`config.mk`:
```
export PLATFORM = sky130hd
export DESIGN_NAME = instr_fetch
export DESIGN_NICKNAME = d
export VERILOG_FILES = /design/src/rtl/instr_fetch.sv
export SDC_FILE = /design/constraint.sdc
export NUM_CORES = 1
export LEC_CHECK = 0
export CORE_ASPECT_RATIO = 0.6
export CORE_UTILIZATION = 57
export DETAILED_ROUTE_END_ITERATION = 10
export GPL_ROUTABILITY_DRIVEN = 0
export PLACE_DENSITY = 0.87
export RECOVER_POWER = 100
export SYNTH_ARGS = -nofsm -noshare
export SYNTH_HDL_FRONTEND = slang
export SYNTH_SLANG_ARGS = --single-unit
```
`constraint.sdc`:
```
create_clock -name clk -period 18.25 [get_ports clk]
set_input_delay 3.65 -clock clk [delete_from_list [all_inputs] [get_ports clk]]
set_output_delay 3.65 -clock clk [all_outputs]
set_load 0.02 [all_outputs]
```
`src/rtl/instr_fetch.sv`:
```
// instr_fetch: sequential PC generation, credit-limited word requests to
// instruction memory, and buffering of in-order responses (tagged with their
// PC) for the decoder. A redirect flushes the buffer, restarts fetch at the
// new PC, and marks every outstanding response as stale so it gets dropped.
// Latency: response to instr_valid is 1 cycle. Backpressure: instr_ready low
// fills the FIFO, which closes the credit window and stops new requests.
//
// Ports:
//   clk, rst                          clock, synchronous active-high reset
//   imem_req_valid/addr/ready         fetch request channel (word aligned)
//   imem_rsp_valid/data               in-order response channel (no ready)
//   redirect_valid/pc                 flush and restart fetch at redirect_pc
//   instr_valid/instr/instr_pc/ready  valid/ready channel to decode
module instr_fetch #(
  parameter logic [31:0] RESET_PC = 32'h0000_0000,
  parameter int          DEPTH    = 2
) (
  input  logic        clk,
  input  logic        rst,
  output logic        imem_req_valid,
  output logic [31:0] imem_req_addr,
  input  logic        imem_req_ready,
  input  logic        imem_rsp_valid,
  input  logic [31:0] imem_rsp_data,
  input  logic        redirect_valid,
  input  logic [31:0] redirect_pc,
  output logic        instr_valid,
  output logic [31:0] instr,
  output logic [31:0] instr_pc,
  input  logic        instr_ready
);

  localparam int AW = $clog2(DEPTH);
  localparam int CW = $clog2(DEPTH + 1);
  // Wide enough to hold count + inflight + drop_cnt without overflow.
  localparam int SW = CW + 2;
  localparam logic [SW-1:0] DEPTH_W = SW'(DEPTH);
  localparam logic [31:0] RESET_PC_W = {RESET_PC[31:2], 2'b00};

  typedef struct packed {
    logic [31:0] data;
    logic [31:0] pc;
  } fetch_entry_t;

  logic [31:0]   pc_q, pc_d;
  logic [CW-1:0] count_q, count_d;
  logic [CW-1:0] inflight_q, inflight_d;
  logic [CW-1:0] drop_cnt_q, drop_cnt_d;

  // Pending-address queue: PCs of requests whose responses are still owed.
  logic [31:0]   pa_mem_q [DEPTH];
  logic [31:0]   pa_mem_d [DEPTH];
  logic [AW-1:0] pa_wr_q, pa_wr_d;
  logic [AW-1:0] pa_rd_q, pa_rd_d;

  // Instruction FIFO presented to decode.
  fetch_entry_t  if_mem_q [DEPTH];
  fetch_entry_t  if_mem_d [DEPTH];
  logic [AW-1:0] if_wr_q, if_wr_d;
  logic [AW-1:0] if_rd_q, if_rd_d;

  logic [SW-1:0] occupancy;
  logic          req_vld;
  logic          req_acc;
  logic          rsp_drop;
  logic          rsp_take;
  logic          instr_pop;
  logic          unused_redirect_lsb;

  assign unused_redirect_lsb = ^redirect_pc[1:0];

  // Credit window counts everything that may still land in the FIFO, including
  // responses that will be dropped, so a push never finds the FIFO full.
  assign occupancy = SW'(count_q) + SW'(inflight_q) + SW'(drop_cnt_q);
  assign req_vld   = !rst && (occupancy < DEPTH_W);
  assign req_acc   = req_vld && imem_req_ready;
  assign rsp_drop  = imem_rsp_valid && (drop_cnt_q != '0);
  // A response with nothing outstanding is a protocol error and is ignored.
  assign rsp_take  = imem_rsp_valid && (drop_cnt_q == '0) && (inflight_q != '0);
  assign instr_pop = (count_q != '0) && instr_ready;

  always_comb begin
    pc_d       = pc_q;
    count_d    = count_q;
    inflight_d = inflight_q;
    drop_cnt_d = drop_cnt_q;
    pa_mem_d   = pa_mem_q;
    pa_wr_d    = pa_wr_q;
    pa_rd_d    = pa_rd_q;
    if_mem_d   = if_mem_q;
    if_wr_d    = if_wr_q;
    if_rd_d    = if_rd_q;

    if (redirect_valid) begin
      // Everything owed by memory becomes stale, including a request accepted
      // this very cycle; a response arriving now is already accounted for.
      pc_d       = {redirect_pc[31:2], 2'b00};
      count_d    = '0;
      inflight_d = '0;
      drop_cnt_d = CW'(SW'(drop_cnt_q) + SW'(inflight_q) + SW'(req_acc)
                       - SW'(rsp_drop || rsp_take));
      pa_wr_d    = '0;
      pa_rd_d    = '0;
      if_wr_d    = '0;
      if_rd_d    = '0;
    end else begin
      if (req_acc) begin
        pa_mem_d[pa_wr_q] = pc_q;
        pa_wr_d           = pa_wr_q + AW'(1);
        pc_d              = pc_q + 32'd4;
      end
      if (rsp_drop) begin
        drop_cnt_d = drop_cnt_q - CW'(1);
      end
      if (rsp_take) begin
        if_mem_d[if_wr_q] = '{data: imem_rsp_data, pc: pa_mem_q[pa_rd_q]};
        if_wr_d           = if_wr_q + AW'(1);
        pa_rd_d           = pa_rd_q + AW'(1);
      end
      if (instr_pop) begin
        if_rd_d = if_rd_q + AW'(1);
      end
      inflight_d = inflight_q + CW'(req_acc) - CW'(rsp_take);
      count_d    = count_q + CW'(rsp_take) - CW'(instr_pop);
    end
  end

  always_ff @(posedge clk) begin
    if (rst) begin
      pc_q       <= RESET_PC_W;
      count_q    <= '0;
      inflight_q <= '0;
      drop_cnt_q <= '0;
      pa_wr_q    <= '0;
      pa_rd_q    <= '0;
      if_wr_q    <= '0;
      if_rd_q    <= '0;
    end else begin
      pc_q       <= pc_d;
      count_q    <= count_d;
      inflight_q <= inflight_d;
      drop_cnt_q <= drop_cnt_d;
      pa_wr_q    <= pa_wr_d;
      pa_rd_q    <= pa_rd_d;
      if_wr_q    <= if_wr_d;
      if_rd_q    <= if_rd_d;
    end
  end

  // Storage needs no reset; pointers and counts define what is valid.
  always_ff @(posedge clk) begin
    pa_mem_q <= pa_mem_d;
    if_mem_q <= if_mem_d;
  end

  assign imem_req_valid = req_vld;
  assign imem_req_addr  = rst ? RESET_PC_W : pc_q;
  assign instr_valid    = !rst && (count_q != '0);
  assign instr          = rst ? 32'd0 : if_mem_q[if_rd_q].data;
  assign instr_pc       = rst ? 32'd0 : if_mem_q[if_rd_q].pc;

endmodule

```
Yosys cells after proc, flatten, opt, wreduce, memory -nomap -nowiden
Cells that the tools add are included.
Widths: inputs -> output; s select.
- add/subtract/negate cells: 15
- magnitude comparators: 7
- mux-type cells: 19
- bitwise operators: 5
- reduce and logical (&&, ||, !) cells: 20
- operators with widths (kind ; count):
    $mux 32 ; 9
    $mux 64 ; 4
    $bwmux 128 ; 1
    $bwmux 64 ; 1
    $demux 64 s1 ; 1
    $add 32x3->32 const B ; 1
    $demux 32 s1 ; 1
    $reduce_bool 2->1 ; 5
    $logic_and 1x1->1 ; 9
    $ge 2x2->1 const B ; 4
    $not 1->2 ; 4
    $add 2x1->2 ; 3
    $sub 2x1->2 ; 3
    $add 1x1->1 const B ; 4
    $add 3x2->4 ; 1
    $lt 2x1->1 const B ; 2
    $lt 4x2->1 const B ; 1
    $mux 2 ; 2
    $reduce_and 2->1 ; 2
    $add 2x2->3 ; 1
    $add 2x2->2 ; 1
    $logic_not 2->1 ; 1
    $reduce_or 2->1 ; 1
    $sub 2x1->2 const B ; 1
    other kinds (3) ; 3
- flip-flop bits (word level): 234
- bits of input ports: 70
- output and inout port bits: 98
- word-level logic and storage cells: 81

Longest topological paths before layout
- depth after elaboration: 8
- gate-level depth with buffers: 13

Least setup slack after synthesis
OpenSTA, ideal clock, no wires.
- path type: input -> register
- start: input redirect_valid
- end: register if_mem_q[100] in the netlist's numbering (enable)
- library setup time: 0.558 ns
- data arrival time: 8.134 ns
- setup slack: 9.558 ns
- stages on the path: 2
- path buffers: 1
- path through: clkbuf_1 -> nor3_1
- cells in the longest elaborated chain, start to end: 2
- ends and longest elaborated chain (element ; RTL line ; source):
    start, declared ; 25 ; input logic redirect_valid,
    $not 1->1 (no line) ; - ;
    $reduce_and 2->1 (no line) ; - ;
    end signal, assigned ; 153 ; if_mem_q <= if_mem_d;
    end, declared ; 57 ; fetch_entry_t if_mem_q [DEPTH];
Every way passes these cells.
A chain may end at the register's enable or synchronous reset.

Worst setup path after layout
- start: input rst
- end: output instr_pc[8]
- cells in the longest elaborated chain, start to end: 1
- ends and longest elaborated chain (element ; RTL line ; source):
    start, declared ; 19 ; input logic rst,
    $mux 32 ; 160 ; assign instr_pc = rst ? 32'd0 : if_mem_q[if_rd_q].pc;
    end, declared ; 29 ; output logic [31:0] instr_pc,
Every way passes these cells.

==> run_results.csv <==
group,metric,value,unit
status,status,"complete, but fails checks",
status,violations,"max-capacitance violations, max-slew violations",
clock_tree,hold_buffers,0,
yosys,synth_most_common_cell,"edfxtp_1",
yosys,ys_top_cells_by_count,"edfxtp_1, nor2_1, mux2i_1, dfxtp_1",
critical_path,cp-end-kind,"output pin",
clock_tree,cts_tree,"done",
clock_tree,cts_buffers,21,
die,ios,168,
clock_tree,worstSkewPairLatency,0.50,ns
sta,finalSetupTns,0,ns
global_routing,grt_pass1_vias,6070,
yosys,ys_ff_latch,224,
global_routing,grt.met2_usage,0.404,
place,pre_cts_ws,8.99,ns
clock_tree,post_cts_resized,0,
yosys,async_flop_share,0,
yosys,synth-edff-count,184,
die,core,0.0162,mm²
yosys,avgSynthCellArea,13.7,µm²
place,placed_cell_area,0.0112,mm²
yosys,synth_area_leader_cell,"edfxtp_1",
global_routing,antenna_found_initial,0,
final_layout,antennaDiodeCount,0,
critical_path,worstPathRequired,14.60,ns
detailed_routing,routed_via_density,5.86,
pwr,leakage,0.00408,µW
detailed_routing,wirelength,21.2,mm
clock_tree,htreeDepth,1,
clock_tree,cts_buffer_depth,3,
pwr,max-vdd-ir-drop,0.0000469,V
clock_tree,cts.sinks,224,
die,fp.dieW,168,µm
sta,relSlewSlack,-1.05,
sta,hold_violations,0,
final_layout,final_cell_area,0.0119,mm²
yosys,synth_top_area_frac,0.583,
final_layout,layout-drive-gt1-share,0.0407,
die,rows,36,
detailed_routing,dr.pass1.iters,5,
run,max_cap_violations,6,
yosys,ys_types,53,
detailed_routing,vias,6260,
clock_tree,clockRootBuffer,"clkbuf_16",
place,port_buffers,161,
clock_tree,cts_setup_buffers,0,
sta,rsz0062_at_grt,"false",
final_layout,stdcell_count,1069,
yosys,yosys_warnings,0,
sta,fin_crit,12.48,ns
die,die-area,0.0172,mm²
final_layout,nets,926,
sta,setup_viol,0,
die,die_y,102,µm
place,dp_hpwl,13.7,mm
global_routing,overflow,0,
sta,skew,0.0141,ns
sta,finalCritPeriodShare,0.684,
critical_path,crit_type,"in -> out",
global_routing,grt_pass1_wl,32.6,mm
critical_path,cp-start-kind,"input pin",
yosys,ys.flop_type,"edfxtp_1",
yosys,syn_area,0.00947,mm²
sta,tightest_slew,3.07,ns
critical_path,critPathMaxFanout,67,
detailed_routing,ant_nets,0,
yosys,postSynthCellCount,691,
pwr,power,1130,µW
sta,fmax,80.2,MHz
final_layout,syn2layout_area_growth,25.3,%
global_routing,grt_busiest_layer,"met2",
global_routing,grt_usage,0.248,
sta,setup_ws,5.77,ns
final_layout,nFillCells,1038,
detailed_routing,drt-initial-drc-count,649,
global_routing,grt_use_met3,0.0414,
yosys,yosysSeqAreaShare,0.668,
global_routing,grt_max_degree,68,
yosys,synth.area.top_cells,"edfxtp_1, dfxtp_1, mux2i_1",
clock_tree,clk_pin_slew_worst_paths,0.06,ns
global_routing,gr-usage-met1,0.352,
min_path,holdCritPathClass,"reg -> reg",
detailed_routing,drc,0,
die,initial_core_util,0.584,
detailed_routing,routedWlPerCell,19.9,µm
pwr,power_density,95.3,mW/mm²
critical_path,arrival,8.83,ns
sta,drv_slew,301,
place,dp_cells,1031,
==> worst max-delay path, cell delays in order <==
cell and delay [ns]:
clkbuf_1 1.90, clkbuf_1 2.22, nor2_1 0.22, dlygate4sd3_1 0.80
==> per-layer routing <==
layer,vias to the layer above,share of wire
met1,2980,0.42
met5,-,0
met4,0,0.019
met3,43,0.088
met2,362,0.47
li1,2875,-
==> flip-flops by register name, summed over array words and instances (netlist names) <==
signal	flops
if_wr_q	1
drop_cnt_q	2
pa_rd_q	1
pc_q	30
pa_mem_q	60
count_q	2
pa_wr_q	1
inflight_q	2
if_mem_q	124
if_rd_q	1
==> area by class of cell <==
| class | instances | area [µm²] | share of cell area |
|---|---|---|---|
| repair buffers | 169 | 1640 | 0.138 |
| flip-flops and latches | 224 | 6330 | 0.533 |
| well taps | 209 | 262 | 0.0220 |
| clock inverters | 11 | 133 | 0.0112 |
| inverters | 16 | 60.1 | 0.00506 |
| multi-input cells | 413 | 2900 | 0.245 |
| clock buffers | 27 | 548 | 0.0462 |
==> worst paths after layout <==
check,startpoint,to,slack (ns),depth (start not counted)
worst min register to register,pc_q[31],pa_mem_q[31],0.53,0
worst max-delay path,rst,instr_pc[8],5.77,4
worst max register to register,drop_cnt_q[1],if_mem_q[90],13.22,5
worst min-delay path,pc_q[31],pa_mem_q[31],0.53,0
==> layout by cell type (no fill, tap or decap), types with 12 or more instances in the layout <==
master           synthesis  final
clkdlybuf4s50_1          0     34
nor2b_1                 30     30
dfxtp_1                 40     39
a311oi_1                12     12
nand2_1                 16     16
inv_1                   13     13
clkbuf_1                24     15
mux2i_1                 63     63
dlygate4sd3_1            0    126
clkbuf_16                0     21
mux2_1                   0     26
edfxtp_1               184    184
nor2_1                 102    102
==> where the power goes <==
part	leakage, µW	internal [µW]	switching (µW)
Clock	0.000331	256	183
Combinational	0.00174	47.3	59.7
Sequential	0.00200	570	15.4
Total	0.00408	873	258
==> kinds of logic after synthesis <==
logic type / count (synthesis) / synth area share
AO/OA/AOI/OAI: 60 / 0.0487
flip-flops: 224 / 0.668
adder cells (fa/ha/maj): 11 / 0.0161
multiplexers: 93 / 0.102
XOR/XNOR: 19 / 0.0176
other: 1 / 0.000396
buffers and inverters: 57 / 0.0258
AND/OR/NAND/NOR: 226 / 0.121
==> through the flow <==
| stage | utilization | hold WS, ns |
|---|---|---|
| global placement | 0.693 | 0.495 |
| global route | 0.732 | 0.545 |
| floorplan | - | 0.454 |
| detailed placement | 0.693 | 0.515 |
| finish | 0.732 | 0.530 |
| CTS | 0.735 | 0.527 |
No activity file was read; power rests on OpenSTA's default activity.
